### config.mk
export PLATFORM = sky130hd
export DESIGN_NAME = sd2vc_mchan
export DESIGN_NICKNAME = d
export VERILOG_FILES = /design/src/rtl/sd2vc_mchan.sv
export SDC_FILE = /design/constraint.sdc
export NUM_CORES = 1
export LEC_CHECK = 0
export ABC_AREA = 1
export BUFFER_PORTS_ARGS = -buffer_cell sky130_fd_sc_hd__buf_2
export CAP_MARGIN = 15
export CORE_UTILIZATION = 40
export CTS_CLUSTER_DIAMETER = 150
export DETAILED_ROUTE_END_ITERATION = 10
export PLACE_DENSITY = 0.67
export RECOVER_POWER = 100
export SLEW_MARGIN = 20
export SYNTH_ARGS = -nofsm -noshare
export SYNTH_HDL_FRONTEND = slang
export SYNTH_SLANG_ARGS = --single-unit
### constraint.sdc
create_clock -name clk -period 2.76 [get_ports clk]
set_input_delay 0.138 -clock clk [delete_from_list [all_inputs] [get_ports clk]]
set_output_delay 0.138 -clock clk [all_outputs]
set_load 0.005 [all_outputs]
### src/rtl/sd2vc_mchan.sv
// Multi-channel srdy/drdy to valid/credit converter with per-VC credit counters
// and a round-robin arbiter; all link outputs are registered.
module sd2vc_mchan #(
   parameter int width    = 8,
   parameter int channels = 4,
   parameter int vc_sz    = 2,
   parameter int cc_sz    = 3,
   parameter int init_cr  = 0,
   parameter int reginp   = 0
) (
   input  logic                      clk,
   input  logic                      reset,
   input  logic [channels-1:0]       c_srdy,
   output logic [channels-1:0]       c_drdy,
   input  logic [channels*width-1:0] c_data,
   output logic                      p_vld,
   output logic [vc_sz-1:0]          p_vc,
   output logic [width-1:0]          p_data,
   input  logic [channels-1:0]       p_cr,
   output logic                      cr_ovf
);

   localparam logic [cc_sz-1:0] CC_MAX  = '1;
   localparam logic [cc_sz-1:0] CC_INIT = cc_sz'(init_cr);
   localparam logic [vc_sz:0]   NCH     = (vc_sz+1)'(channels);

   logic [cc_sz-1:0]      cc [channels];
   logic [vc_sz-1:0]      rr_ptr;
   logic [channels-1:0]   in_cr;
   logic [channels-1:0]   elig;
   logic [channels-1:0]   grant;
   logic [channels-1:0]   drop;
   logic [channels-1:0]   rot;
   logic [2*channels-1:0] dbl;
   logic [vc_sz:0]        off;
   logic [vc_sz:0]        sum;
   logic [vc_sz-1:0]      gnt_idx;
   logic [vc_sz-1:0]      nxt_ptr;
   logic                  found;
   logic [width-1:0]      sel_data;

   if (reginp != 0) begin : g_cr_reg
      logic [channels-1:0] cr_q;
      always_ff @(posedge clk or posedge reset) begin
         if (reset) cr_q <= '0;
         else       cr_q <= p_cr;
      end
      assign in_cr = cr_q;
   end else begin : g_cr_dir
      assign in_cr = p_cr;
   end

   always_comb begin
      for (int i = 0; i < channels; i++) begin
         elig[i] = c_srdy[i] & (cc[i] != '0);
      end
   end

   // Rotate so bit 0 is the channel at rr_ptr; first set bit is the winner.
   assign dbl = {elig, elig} >> rr_ptr;
   assign rot = dbl[channels-1:0];

   always_comb begin
      off = '0;
      for (int j = channels - 1; j >= 0; j--) begin
         if (rot[j]) off = j[vc_sz:0];
      end
      sum = {1'b0, rr_ptr} + off;
      if (sum >= NCH) sum = sum - NCH;
      found   = |rot;
      gnt_idx = sum[vc_sz-1:0];
      nxt_ptr = (sum == NCH - 1'b1) ? '0 : gnt_idx + 1'b1;
      grant   = '0;
      if (found) grant[gnt_idx] = 1'b1;
   end

   assign c_drdy   = grant;
   assign sel_data = c_data[gnt_idx*width +: width];

   always_comb begin
      for (int i = 0; i < channels; i++) begin
         drop[i] = in_cr[i] & ~grant[i] & (cc[i] == CC_MAX);
      end
   end

   always_ff @(posedge clk or posedge reset) begin
      if (reset) begin
         for (int i = 0; i < channels; i++) cc[i] <= CC_INIT;
         rr_ptr <= '0;
         p_vld  <= 1'b0;
         p_vc   <= '0;
         p_data <= '0;
         cr_ovf <= 1'b0;
      end else begin
         for (int i = 0; i < channels; i++) begin
            if (grant[i] & ~in_cr[i])
               cc[i] <= cc[i] - 1'b1;
            else if (in_cr[i] & ~grant[i] & (cc[i] != CC_MAX))
               cc[i] <= cc[i] + 1'b1;
         end
         p_vld  <= found;
         cr_ovf <= |drop;
         if (found) begin
            p_vc   <= gnt_idx;
            p_data <= sel_data;
            rr_ptr <= nxt_ptr;
         end
      end
   end

endmodule

======== Word-level counts from Yosys, hierarchy flattened ========
Cells that the tools add are included.
operators by class
  reduce and logical (&&, ||, !) cells .... 11
  shift-type cells ........................ 2
  multipliers ............................. 0
  divide/modulo/power cells ............... 0
  multiplexer cells ....................... 17
  bitwise gates (word level) .............. 28
  order comparisons ....................... 3
  add/subtract/negate cells ............... 11
  eq/ne operators ......................... 9
operators with widths
  cell                 number
  $mux 3               12
  $shiftx 32x6->8      1
  $and 1x1->1          20
  $add 3x1->3 const B  4
  $eq 3x3->1 const B   4
  $ne 3x3->1 const B   4
  $reduce_bool 3->1    4
  $sub 3x1->3 const B  4
  $not 1->1            8
  $reduce_bool 2->1    4
  $reduce_or 4->1      2
  $shr 8x2->4          1
  $mux 2               2
  $mux 4               1
  $add 2x3->3          1
  $eq 3x2->1 const B   1
  $ge 3x3->1 const B   1
  $lt 2x3->1 const B   1
  $sub 3x3->3 const B  1
  $add 2x1->2 const B  1
  $demux 1 s2          1
  $ge 2x1->1 const B   1
  $logic_and 1x1->1    1
  $mux 1               1
word-level totals
  register bits after elaboration ......... 26
  output and inout bits ................... 16
  memories kept ........................... 0
  latch bits .............................. 0
  memory bits (writable) .................. 0
  memory bits (read-only) ................. 0

======== Logic depth before layout (Yosys ltp) ========
Gate-level depths: netlist (run 1).
  depth after elaboration ................. 20
  mapped depth ............................ 22
  gate-level depth less buffers ........... 21

======== Least setup slack after synthesis (run 1) ========
Ideal clock, no wire load.
  path type ............................... register to register
  start point ............................. register cc[2] (netlist name)
  end point ............................... register cc[1] (netlist name)
  setup slack ............................. -181 ps
  arrival time ............................ 2,876 ps
  cell stages (with the launch flop) ...... 21
  cell sequence ........................... dfrtp_1 nor2_2 nand2_2 nand3_1 nand3_1 nand2_2 nand3_1 a21oi_1 ha_1 xor2_1 inv_1 nand3_4 nand2_4 buf_6 ha_1 nand2_2 inv_2 nand2_2 fa_1 nand2_1 o21a_1
on the way
  cells in the longest elaborated chain, start to end .. 19
  elaborated cells between the ends (all ways) .. 25
ends and longest elaborated chain
  element                                                                line  RTL
  start: declaration                                                     27    logic [cc_sz-1:0] cc [channels];
  start signal: indexed assignment                                       97    cc[i] <= cc[i] - 1'b1;
  start signal: indexed assignment                                       99    cc[i] <= cc[i] + 1'b1;
  $reduce_bool 3->1 *                                                    55    elig[i] = c_srdy[i] & (cc[i] != '0);
  $and 1x1->1 *                                                          55
  $shr 8x2->4 *                                                          60    assign dbl = {elig, elig} >> rr_ptr;
  $mux 2                                                                 66    if (rot[j]) off = j[vc_sz:0];
  $mux 3 (3 in series)                                                   66
  $add 2x3->3                                                            68    sum = {1'b0, rr_ptr} + off;
  $sub 3x3->3 / $ge 3x3->1 (equally long branches)                       69    if (sum >= NCH) sum = sum - NCH;
  $mux 3                                                                 69
  $lt 2x3->1 (not written as such) / $ge 2x1->1 (equally long branches)  74    if (found) grant[gnt_idx] = 1'b1;
  $logic_and 1x1->1 (not written as such)                                74
  $mux 1 (not written as such)                                           74
  $demux 1 s2                                                            74
  $mux 4 *                                                               74
  named net c_drdy[3]                                                    14    output logic [channels-1:0] c_drdy,
  $not 1->1                                                              98    else if (in_cr[i] & ~grant[i] & (cc[i] != CC_MAX))
  $and 1x1->1 (2 in series)                                              98
  $reduce_bool 2->1 (no line)                                            n/a
The timed path passes the listed nets; every way through them passes the cells marked *.
A chain may end at the register's enable or synchronous reset.

======== Worst setup path after layout (run 1) ========
  start point ............................. register rr_ptr[0]
  end point ............................... register cc[10] (netlist name)
on the way
  cells in the longest elaborated chain, start to end .. 17
  elaborated cells between the ends (all ways) .. 22
ends and longest elaborated chain
  element                                                                line  RTL
  start: declaration                                                     28    logic [vc_sz-1:0] rr_ptr;
  start signal: assignment                                               106   rr_ptr <= nxt_ptr;
  $shr 8x2->4                                                            60
  $mux 2                                                                 66
  $mux 3 (3 in series)                                                   66
  $add 2x3->3                                                            68
  $sub 3x3->3 / $ge 3x3->1 (equally long branches)                       69
  $mux 3                                                                 69
  $lt 2x3->1 (not written as such) / $ge 2x1->1 (equally long branches)  74
  $logic_and 1x1->1 (not written as such)                                74
  $mux 1 (not written as such)                                           74
  $demux 1 s2                                                            74
  $mux 4 *                                                               74
  $not 1->1                                                              98
  $and 1x1->1 (2 in series)                                              98
  $reduce_bool 2->1 (no line)                                            n/a
Every way passes the cells marked *; elsewhere a longest branch is shown, timed or not.

==> run summary, run 1 <==
Setup TNS: -0.05869 ns
Global-route wire length before repair: 8714 um
Total die area: 5157 um2
Final hold viol count: 0
Max-Cap Viols: 0
Hold path startpoint: p_cr[1]
Period utilization: 1.009
Final global-route overflow total: 0
Core ar.: 4692 um2
Ys async rst share: 1.000
Worst-margin pin slew: 0.6666 ns
Final setup fails: 3
Slew headroom: 0.5551
Largest fanout on the critical path: 6
Syn Inst Count: 267
Final nets: 420
Worst-case hold path end point: cr_ovf$_DFF_PP0_
Final setup skew: 0.003826 ns
Final min period: 2.786 ns
Dpl ws: -0.07379 ns
HPWL Detailed: 3840 um
# DRC: 0
Most common cell after layout, fill and taps aside: buf_2
Met1 WL: 2280 um
Vias in the first global route: 2,049
Row count: 25
Maximum number of pins on one net before global-route repair: 18
RSZ-0062 raised after global routing: yes
Antenna violations before repair: 0
Critical R2R Launch: rr_ptr[0]$_DFFE_PP0N_
Diode count: 0
Yosys warnings: 0
Detailed Route Iter0 Violations: 110
CTS tree: built
Max Fclk: 359.0 MHz
IO Port Bufs: 57
Layout cell share with drive strength beyond 1: 0.4649
Synth Register Bits: 26
CTS Buf Count: 3
Commonest cells after routing, fill and taps aside: buf_2, nand2_1, buf_4, nor2_1, nand3_1
DR WL met3: 234 um
DR vias/cell: 4.910
CP arrival: 2.96 ns
Highest Signal Layer: met4
Mean Syn Cell Area: 7.301 um2
Latest clock arrival within the worst-skew pair: 0.28 ns
Min setup slack post-route: -0.02561 ns
Met2 wire length: 2631 um
Sink Count: 26
Tightest Hold Check Type: input port to flip-flop
Final GP Congestion: 0.8278
Violated checks: negative setup slack
Die Width: 71.81 um
Netlist cell types: 32
Die Span Y: 71.81 um
Startpoint Class: flip-flop
Clk slew on worst S/H paths: 0.10 ns
Number of flops mapped to enable cells by yosys: 0
Reg2Reg Setup Slack: -0.03 ns
Seq/Total Area, Yosys: 0.3338
H-tree lvl count: 1
Reg2Reg Depth: 17
CTS root buffer: clkbuf_8
I/O pin total: 58
Clk buf depth: 2
Reg-to-reg endpoint: cc[10]$_DFFE_PP0P_
Crit path kind: flip-flop to flip-flop
Post-Syn Nets: 316
Detail Route Antenna Nets: 0
WHS: 0.1703 ns
Status: complete, but fails checks
DRT Pass-1 Iters: 4
Post-synthesis cell area: 1949 um2
Hold Path Cell Cnt: 3
Pins Over Slew Limit: 0
Top_reg_cell synth: dfrtp_1
All-Layer GR Usage: 0.2146
DR WL/cell: 12.41 um
Area growth syn-to-layout: 46.02%
Via Count: 2,082
Starting density of the core: 0.4155
Crit path capture type: flip-flop
Post-Route WL: 5262 um
Worst EP required: 2.93 ns
-- critical path, cell delays in order, from the launching register on --
cell	delay (ns)
dfrtp_2	0.49
inv_4	0.13
nand3_2	0.12
nand3_1	0.14
nand3_2	0.11
a21oi_4	0.19
ha_4	0.18
xor2_4	0.18
inv_2	0.06
nand3_4	0.07
nand2_4	0.08
buf_6	0.13
nor2_4	0.10
nand2_2	0.06
fa_2	0.53
inv_2	0.03
nand2_1	0.05
o21ai_1	0.05
-- area by class of cell --
cell class              count  area [um2]
flip-flops and latches     26       651.9
clock buffers               3       41.29
well taps                  54       67.56
clock inverters             1       30.03
repair buffers            106       653.1
fillers                   448        1846
inverters                  35       137.6
multi-input cells         199        1265
-- worst max path at each step --
stage / start / depth (start not counted) / to / slack (ns)
after floorplan: cc[1]$_DFFE_PP0P_ / 19 / cc[1]$_DFFE_PP0P_ / -0.05
after global placement: rr_ptr[0]$_DFFE_PP0N_ / 17 / cc[7]$_DFFE_PP0P_ / -0.04
after detailed placement: rr_ptr[0]$_DFFE_PP0N_ / 18 / cc[11]$_DFFE_PP0P_ / -0.07
after CTS: cc[7]$_DFFE_PP0P_ / 18 / cc[1]$_DFFE_PP0P_ / 0.002
after global routing: cc[9]$_DFFE_PP0P_ / 19 / cc[10]$_DFFE_PP0P_ / -0.17
final: rr_ptr[0]$_DFFE_PP0N_ / 17 / cc[10]$_DFFE_PP0P_ / -0.03
-- registers in the layout, summed over array words and instances (netlist names) --
register,cells
p_vld,1
p_vc,2
cr_ovf,1
cc,12
p_data,8
rr_ptr,2
-- synthesized netlist by cell type (2+ instances only) --
library cell | count | area [um2]
nand2_1 | 54 | 202.7
nand3_1 | 37 | 185.2
nor2_1 | 36 | 135.1
dfrtp_1 | 26 | 650.6
inv_1 | 25 | 93.84
o21ai_0 | 19 | 95.09
nand2_2 | 15 | 93.84
inv_2 | 8 | 30.03
fa_1 | 4 | 80.08
xor2_1 | 4 | 35.03
clkbuf_1 | 3 | 11.26
ha_1 | 3 | 37.54
nand2_4 | 3 | 33.78
nand3_2 | 3 | 30.03
nor2_2 | 3 | 18.77
nor2_4 | 3 | 33.78
nor3_1 | 3 | 15.01
a21oi_1 | 2 | 10.01
buf_2 | 2 | 10.01
nand3_4 | 2 | 35.03
-- routing by layer --
metal | global-route usage | vias to the layer above
met2 | 0.3753 | 60
li1 | - | 1048
met5 | 0 | -
met3 | 0.02813 | 12
met4 | 0.08061 | 0
met1 | 0.2697 | 962
-- timing repair --
| item | in CTS | in global routing |
|---|---|---|
| hold buffers | 1 | 0 |
| setup endpoints to repair | 6 | 10 |
| endpoints found under the hold margin | 16 | 0 |
| setup buffers | 12 | 10 |
| resized for setup | 9 | 17 |
| pin swaps | 14 | 20 |
-- kinds of logic (layout without fill, tap and decap cells) --
group,after synthesis,count (layout),synth area share
xor+xnor,5,5,0.02246
fa+ha+maj,7,7,0.06034
compound gates,24,24,0.06483
buf+inv,42,145,0.08922
simple gates,163,163,0.4294
flops,26,26,0.3338
-- stage by stage --
stage                       util  cells  instance area [um2]
after global routing      0.6067    424                 2846
after floorplan                -    267                 2002
after CTS                 0.5803    414                 2723
after detailed placement  0.5347    397                 2509
after global placement    0.5347    397                 2509
final                     0.6067    424                 2846
Power of run 1 is not shown: default switching activity piles up to over one toggle a cycle in this logic, so the estimate is an artifact.
==> run 2: changes to the inputs <==
--- a/config.mk
+++ b/config.mk
@@ -11,8 +11,10 @@
 export CORE_UTILIZATION = 40
 export CTS_CLUSTER_DIAMETER = 150
 export DETAILED_ROUTE_END_ITERATION = 10
+export GPL_TIMING_DRIVEN = 0
 export PLACE_DENSITY = 0.67
 export RECOVER_POWER = 100
+export REMOVE_ABC_BUFFERS = 1
 export SLEW_MARGIN = 20
 export SYNTH_ARGS = -nofsm -noshare
 export SYNTH_HDL_FRONTEND = slang
==> run summary, run 2 (synthesis gave the netlist of run 1 again) <==
Status: complete, but fails checks
Violated checks: negative setup slack
Min setup slack post-route: -0.09718 ns
Worst EP required: 2.94 ns
Diode count: 0
Final nets: 416
Clk buf depth: 2
Latest clock arrival within the worst-skew pair: 0.28 ns
Starting density of the core: 0.4155
Die Span Y: 71.81 um
Sink Count: 26
Largest fanout on the critical path: 3
Clk slew on worst S/H paths: 0.09 ns
Post-Route WL: 5353 um
DR WL/cell: 12.75 um
Core ar.: 4692 um2
HPWL Detailed: 3249 um
Maximum number of pins on one net before global-route repair: 27
Tightest Hold Check Type: input port to flip-flop
Crit path kind: flip-flop to flip-flop
Row count: 25
Vias in the first global route: 1,927
Max-Cap Viols: 0
H-tree lvl count: 1
Startpoint Class: flip-flop
RSZ-0062 raised after global routing: yes
Detailed Route Iter0 Violations: 75
Total die area: 5157 um2
I/O pin total: 58
Antenna violations before repair: 0
# DRC: 0
Max reg flops: 12
CTS root buffer: clkbuf_8
Multi-input logic area: 1319 um2
Global-route wire length before repair: 8507 um
Biggest register: cc
DRT Pass-1 Iters: 5
Max stage delay on crit path: 0.54 ns
DR vias/cell: 4.883
WHS: 0.1871 ns
Sequential cell area: 653.1 um2
Pins Over Slew Limit: 0
All-Layer GR Usage: 0.2121
Most frequent CP cell: nand2_2
CTS tree: built
Final setup fails: 7
Worst-margin pin slew: 1.024 ns
# fillers: 400
Slowest-stage cell, CP: fa_2
Via Count: 2,051
Final GP Congestion: 0.8087
CP arrival: 3.04 ns
Critical-path cell list: nor2_2 -> nand2_2 -> nand3_4 -> nand3_2 -> nand2_2 -> nand3_2 -> a21oi_4 -> ha_4 -> xor2_4 -> nand2_4 -> nand2_8 -> buf_4 -> buf_6 -> nand3b_4 -> fa_2 -> inv_1 -> nand2_2 -> o21ai_2
Commonest cells after routing, fill and taps aside: buf_2, nand2_1, buf_4, nor2_1, nand3_1
Slew headroom: 0.3167
Final hold viol count: 0
Final min period: 2.857 ns
Most common cell after layout, fill and taps aside: buf_2
CTS Buf Count: 3
Final global-route overflow total: 0
Layout cell share with drive strength beyond 1: 0.4809
Crit path capture type: flip-flop
Die Width: 71.81 um
Largest registers: cc: 12 flops, p_data: 8 flops
Area growth syn-to-layout: 48.27%
IO Port Bufs: 57
Period utilization: 1.035
Detail Route Antenna Nets: 0
Final setup skew: 0.003352 ns
Max Fclk: 350.0 MHz
-- run 2: worst paths after layout --
path | start | to | slack, ns | cells past startpoint
worst max-delay path | cc[7]$_DFFE_PP0P_ | cc[4]$_DFFE_PP0P_ | -0.1 | 18
worst max register to register | cc[7]$_DFFE_PP0P_ | cc[4]$_DFFE_PP0P_ | -0.1 | 18
worst min register to register | p_data[5]$_DFFE_PP0N_ | p_data[5]$_DFFE_PP0N_ | 0.49 | 2
worst min-delay path | p_cr[2] | cr_ovf$_DFF_PP0_ | 0.19 | 3
max in group asynchronous | reset | rr_ptr[0]$_DFFE_PP0N_ | 1.43 | 3
min in group asynchronous | reset | p_data[0]$_DFFE_PP0N_ | 0.65 | 3
-- run 2: cell type report --
class | count | area share
repair buffers | 102 | 0.2238
inverters | 35 | 0.05152
multi-input cells | 199 | 0.4563
well taps | 54 | 0.02338
flip-flops and latches | 26 | 0.2260
clock buffers | 4 | 0.01905
-- run 2: through the flow --
step / TNS (ns) / setup slack (ns) / area (um2) / cells / util
finish: -0.3324 / -0.09718 / 2890 / 420 / 0.6160
detailed placement: -6.822 / -0.8061 / 2262 / 371 / 0.4821
floorplan: -0.6946 / -0.2732 / 1909 / 260 / -
CTS: -0.1369 / -0.06263 / 2654 / 400 / 0.5656
global route: -1.815 / -0.2385 / 2890 / 420 / 0.6160
global placement: -6.683 / -0.8254 / 2262 / 371 / 0.4821
-- run 2: what timing repair did --
action,CTS,global route
cloned,0,0
buffers inserted,25,21
hold buffers,0,1
gates resized for setup,34,25
hold endpoints to repair,0,26
pin swaps,15,22
setup endpoints to repair,24,11
-- run 2: routing by layer --
| metal | GRT usage | vias up | routed length (um) | part of all wire |
|---|---|---|---|---|
| met4 | 0.07407 | 0 | 116 | 0.022 |
| met5 | 0 | - | 0 | 0 |
| li1 | - | 1036 | - | - |
| met3 | 0.03094 | 11 | 268 | 0.050 |
| met1 | 0.2542 | 931 | 2189 | 0.41 |
| met2 | 0.3857 | 73 | 2780 | 0.52 |
-- run 2: critical path, delay by kind of cell, from the launching register on --
kind / cells / cell delay, ns
simple gates: 10 / 0.92
fa+ha+maj: 2 / 0.73
flops: 1 / 0.41
buf+inv: 3 / 0.27
compound gates: 2 / 0.22
xor+xnor: 1 / 0.20
Power of run 2 is left out for the same reason.
==> run 3: changes to the inputs <==
--- a/config.mk
+++ b/config.mk
@@ -8,11 +8,12 @@
 export ABC_AREA = 1
 export BUFFER_PORTS_ARGS = -buffer_cell sky130_fd_sc_hd__buf_2
 export CAP_MARGIN = 15
+export CORE_ASPECT_RATIO = 0.6
 export CORE_UTILIZATION = 40
 export CTS_CLUSTER_DIAMETER = 150
 export DETAILED_ROUTE_END_ITERATION = 10
 export GPL_TIMING_DRIVEN = 0
-export PLACE_DENSITY = 0.67
+export PLACE_DENSITY = 0.74
 export RECOVER_POWER = 100
 export REMOVE_ABC_BUFFERS = 1
 export SLEW_MARGIN = 20
==> run summary, run 3 (synthesis gave the netlist of run 1 again) <==
Pins Over Slew Limit: 0
Placed Cells: 380
Crit path kind: flip-flop to flip-flop
Detailed Route Iter0 Violations: 112
Most common cell after layout, fill and taps aside: buf_2
I/O pin total: 58
CTS tree: built
Total die area: 5166 um2
Status: complete, but fails checks
Reg2Reg Depth: 18
DR WL/cell: 12.47 um
Biggest register: cc
DR vias/cell: 4.764
HPWL Detailed: 3306 um
Via Count: 2,015
H-tree lvl count: 1
Vias in the first global route: 1,934
Die Span Y: 56.08 um
All-Layer GR Usage: 0.2032
WHS: -0.04793 ns
Die Width: 92.13 um
Clk slew on worst S/H paths: 0.09 ns
# DRC: 0
Max Fclk: 354.0 MHz
CP arrival: 3.00 ns
Diode count: 0
Sink Count: 26
Max reg flops: 12
Final nets: 410
Worst EP required: 2.94 ns
Final global-route overflow total: 0
Post-Route WL: 5273 um
Commonest cells after routing, fill and taps aside: buf_2, nand2_1, buf_4, nor2_1, nand3_1
Final setup skew: 0.003432 ns
Area growth syn-to-layout: 44.80%
Global-route wire length before repair: 8418 um
Final min period: 2.825 ns
Starting density of the core: 0.4205
Worst-margin pin slew: 0.9663 ns
RSZ-0062 raised after global routing: yes
Min setup slack post-route: -0.06491 ns
IO Port Bufs: 57
Post-route insts no fill: 423
Largest fanout on the critical path: 4
Final hold viol count: 26
Crit path capture type: flip-flop
Tightest Hold Check Type: input port to asynchronous set/reset pin
Largest registers: cc: 12 flops, p_data: 8 flops
Max-Cap Viols: 0
Detail Route Antenna Nets: 0
Final setup fails: 5
CTS root buffer: clkbuf_8
Latest clock arrival within the worst-skew pair: 0.28 ns
DRT Pass-1 Iters: 4
CTS Buf Count: 3
Core ar.: 4636 um2
Period utilization: 1.024
Slew headroom: 0.3518
Clk buf depth: 2
Row count: 19
Final GP Congestion: 0.8584
Maximum number of pins on one net before global-route repair: 27
Startpoint Class: flip-flop
Layout cell share with drive strength beyond 1: 0.4722
Violated checks: negative hold slack, negative setup slack
Antenna violations before repair: 0
## run 3: metal layers
layer / vias up / routed length [um] / GRT usage
met5: - / 0 / 0
met4: 0 / 59 / 0.03125
met3: 11 / 281 / 0.05464
met2: 56 / 2650 / 0.3454
met1: 922 / 2281 / 0.2651
li1: 1026 / - / -
## run 3: through the flow
| step | instance area, um2 | utilization | setup TNS (ns) | setup slack (ns) | hold slack [ns] |
|---|---|---|---|---|---|
| final | 2823 | 0.6089 | -0.2314 | -0.06491 | -0.04793 |
| after global routing | 2823 | 0.6089 | -1.470 | -0.2113 | -0.007224 |
| after CTS | 2592 | 0.5592 | -0.1812 | -0.06046 | 0.1323 |
| after detailed placement | 2273 | 0.4904 | -7.125 | -0.8663 | 0.4357 |
| after global placement | 2273 | 0.4904 | -5.767 | -0.7963 | 0.4178 |
| after floorplan | 1909 | - | -0.6946 | -0.2732 | 0.1780 |
## run 3: cell type report
cell class                 count  area (um2)
inverter                      35       156.4
multi-input combinational    199        1289
sequential                    26       653.1
fill                         391        1813
timing repair buffer          96       590.6
tap                           63       78.83
clock buffer                   4       55.05
## run 3: path summary, 6_finish.rpt
check                                           start               endpoint  slack (ns)
worst max-delay path                cc[8]$_DFFE_PP0P_      cc[4]$_DFFE_PP0P_       -0.06
min in group clk                              p_cr[3]       cr_ovf$_DFF_PP0_        0.15
worst min register to register  p_data[3]$_DFFE_PP0N_  p_data[3]$_DFFE_PP0N_        0.48
max in group asynchronous                       reset  rr_ptr[1]$_DFFE_PP0N_        2.33
worst max register to register      cc[8]$_DFFE_PP0P_      cc[4]$_DFFE_PP0P_       -0.06
worst min-delay path                            reset  p_data[4]$_DFFE_PP0N_       -0.05
## run 3: timing repair
action / 4_1_cts / 5_1_grt
hold buffers: 0 / 0
setup endpoints to repair: 24 / 12
gates cloned: 0 / 0
gates resized for setup: 24 / 30
pin swaps: 13 / 11
setup buffers: 21 / 18
## run 3: critical path: stages, from the launching register on
cell and delay, ns:
dfrtp_1 0.41, nor2_2 0.13, nand2_2 0.11, nand3_4 0.09, nand3_2 0.07, nand2_2 0.09
nand3_2 0.09, a21oi_4 0.17, ha_4 0.18, xor2_4 0.20, nand2_4 0.09, nand2_8 0.10
buf_4 0.11, buf_6 0.10, nand3b_4 0.09, fa_2 0.54, inv_1 0.04, nand2_2 0.06
o21ai_2 0.04
Power of run 3 is left out for the same reason.
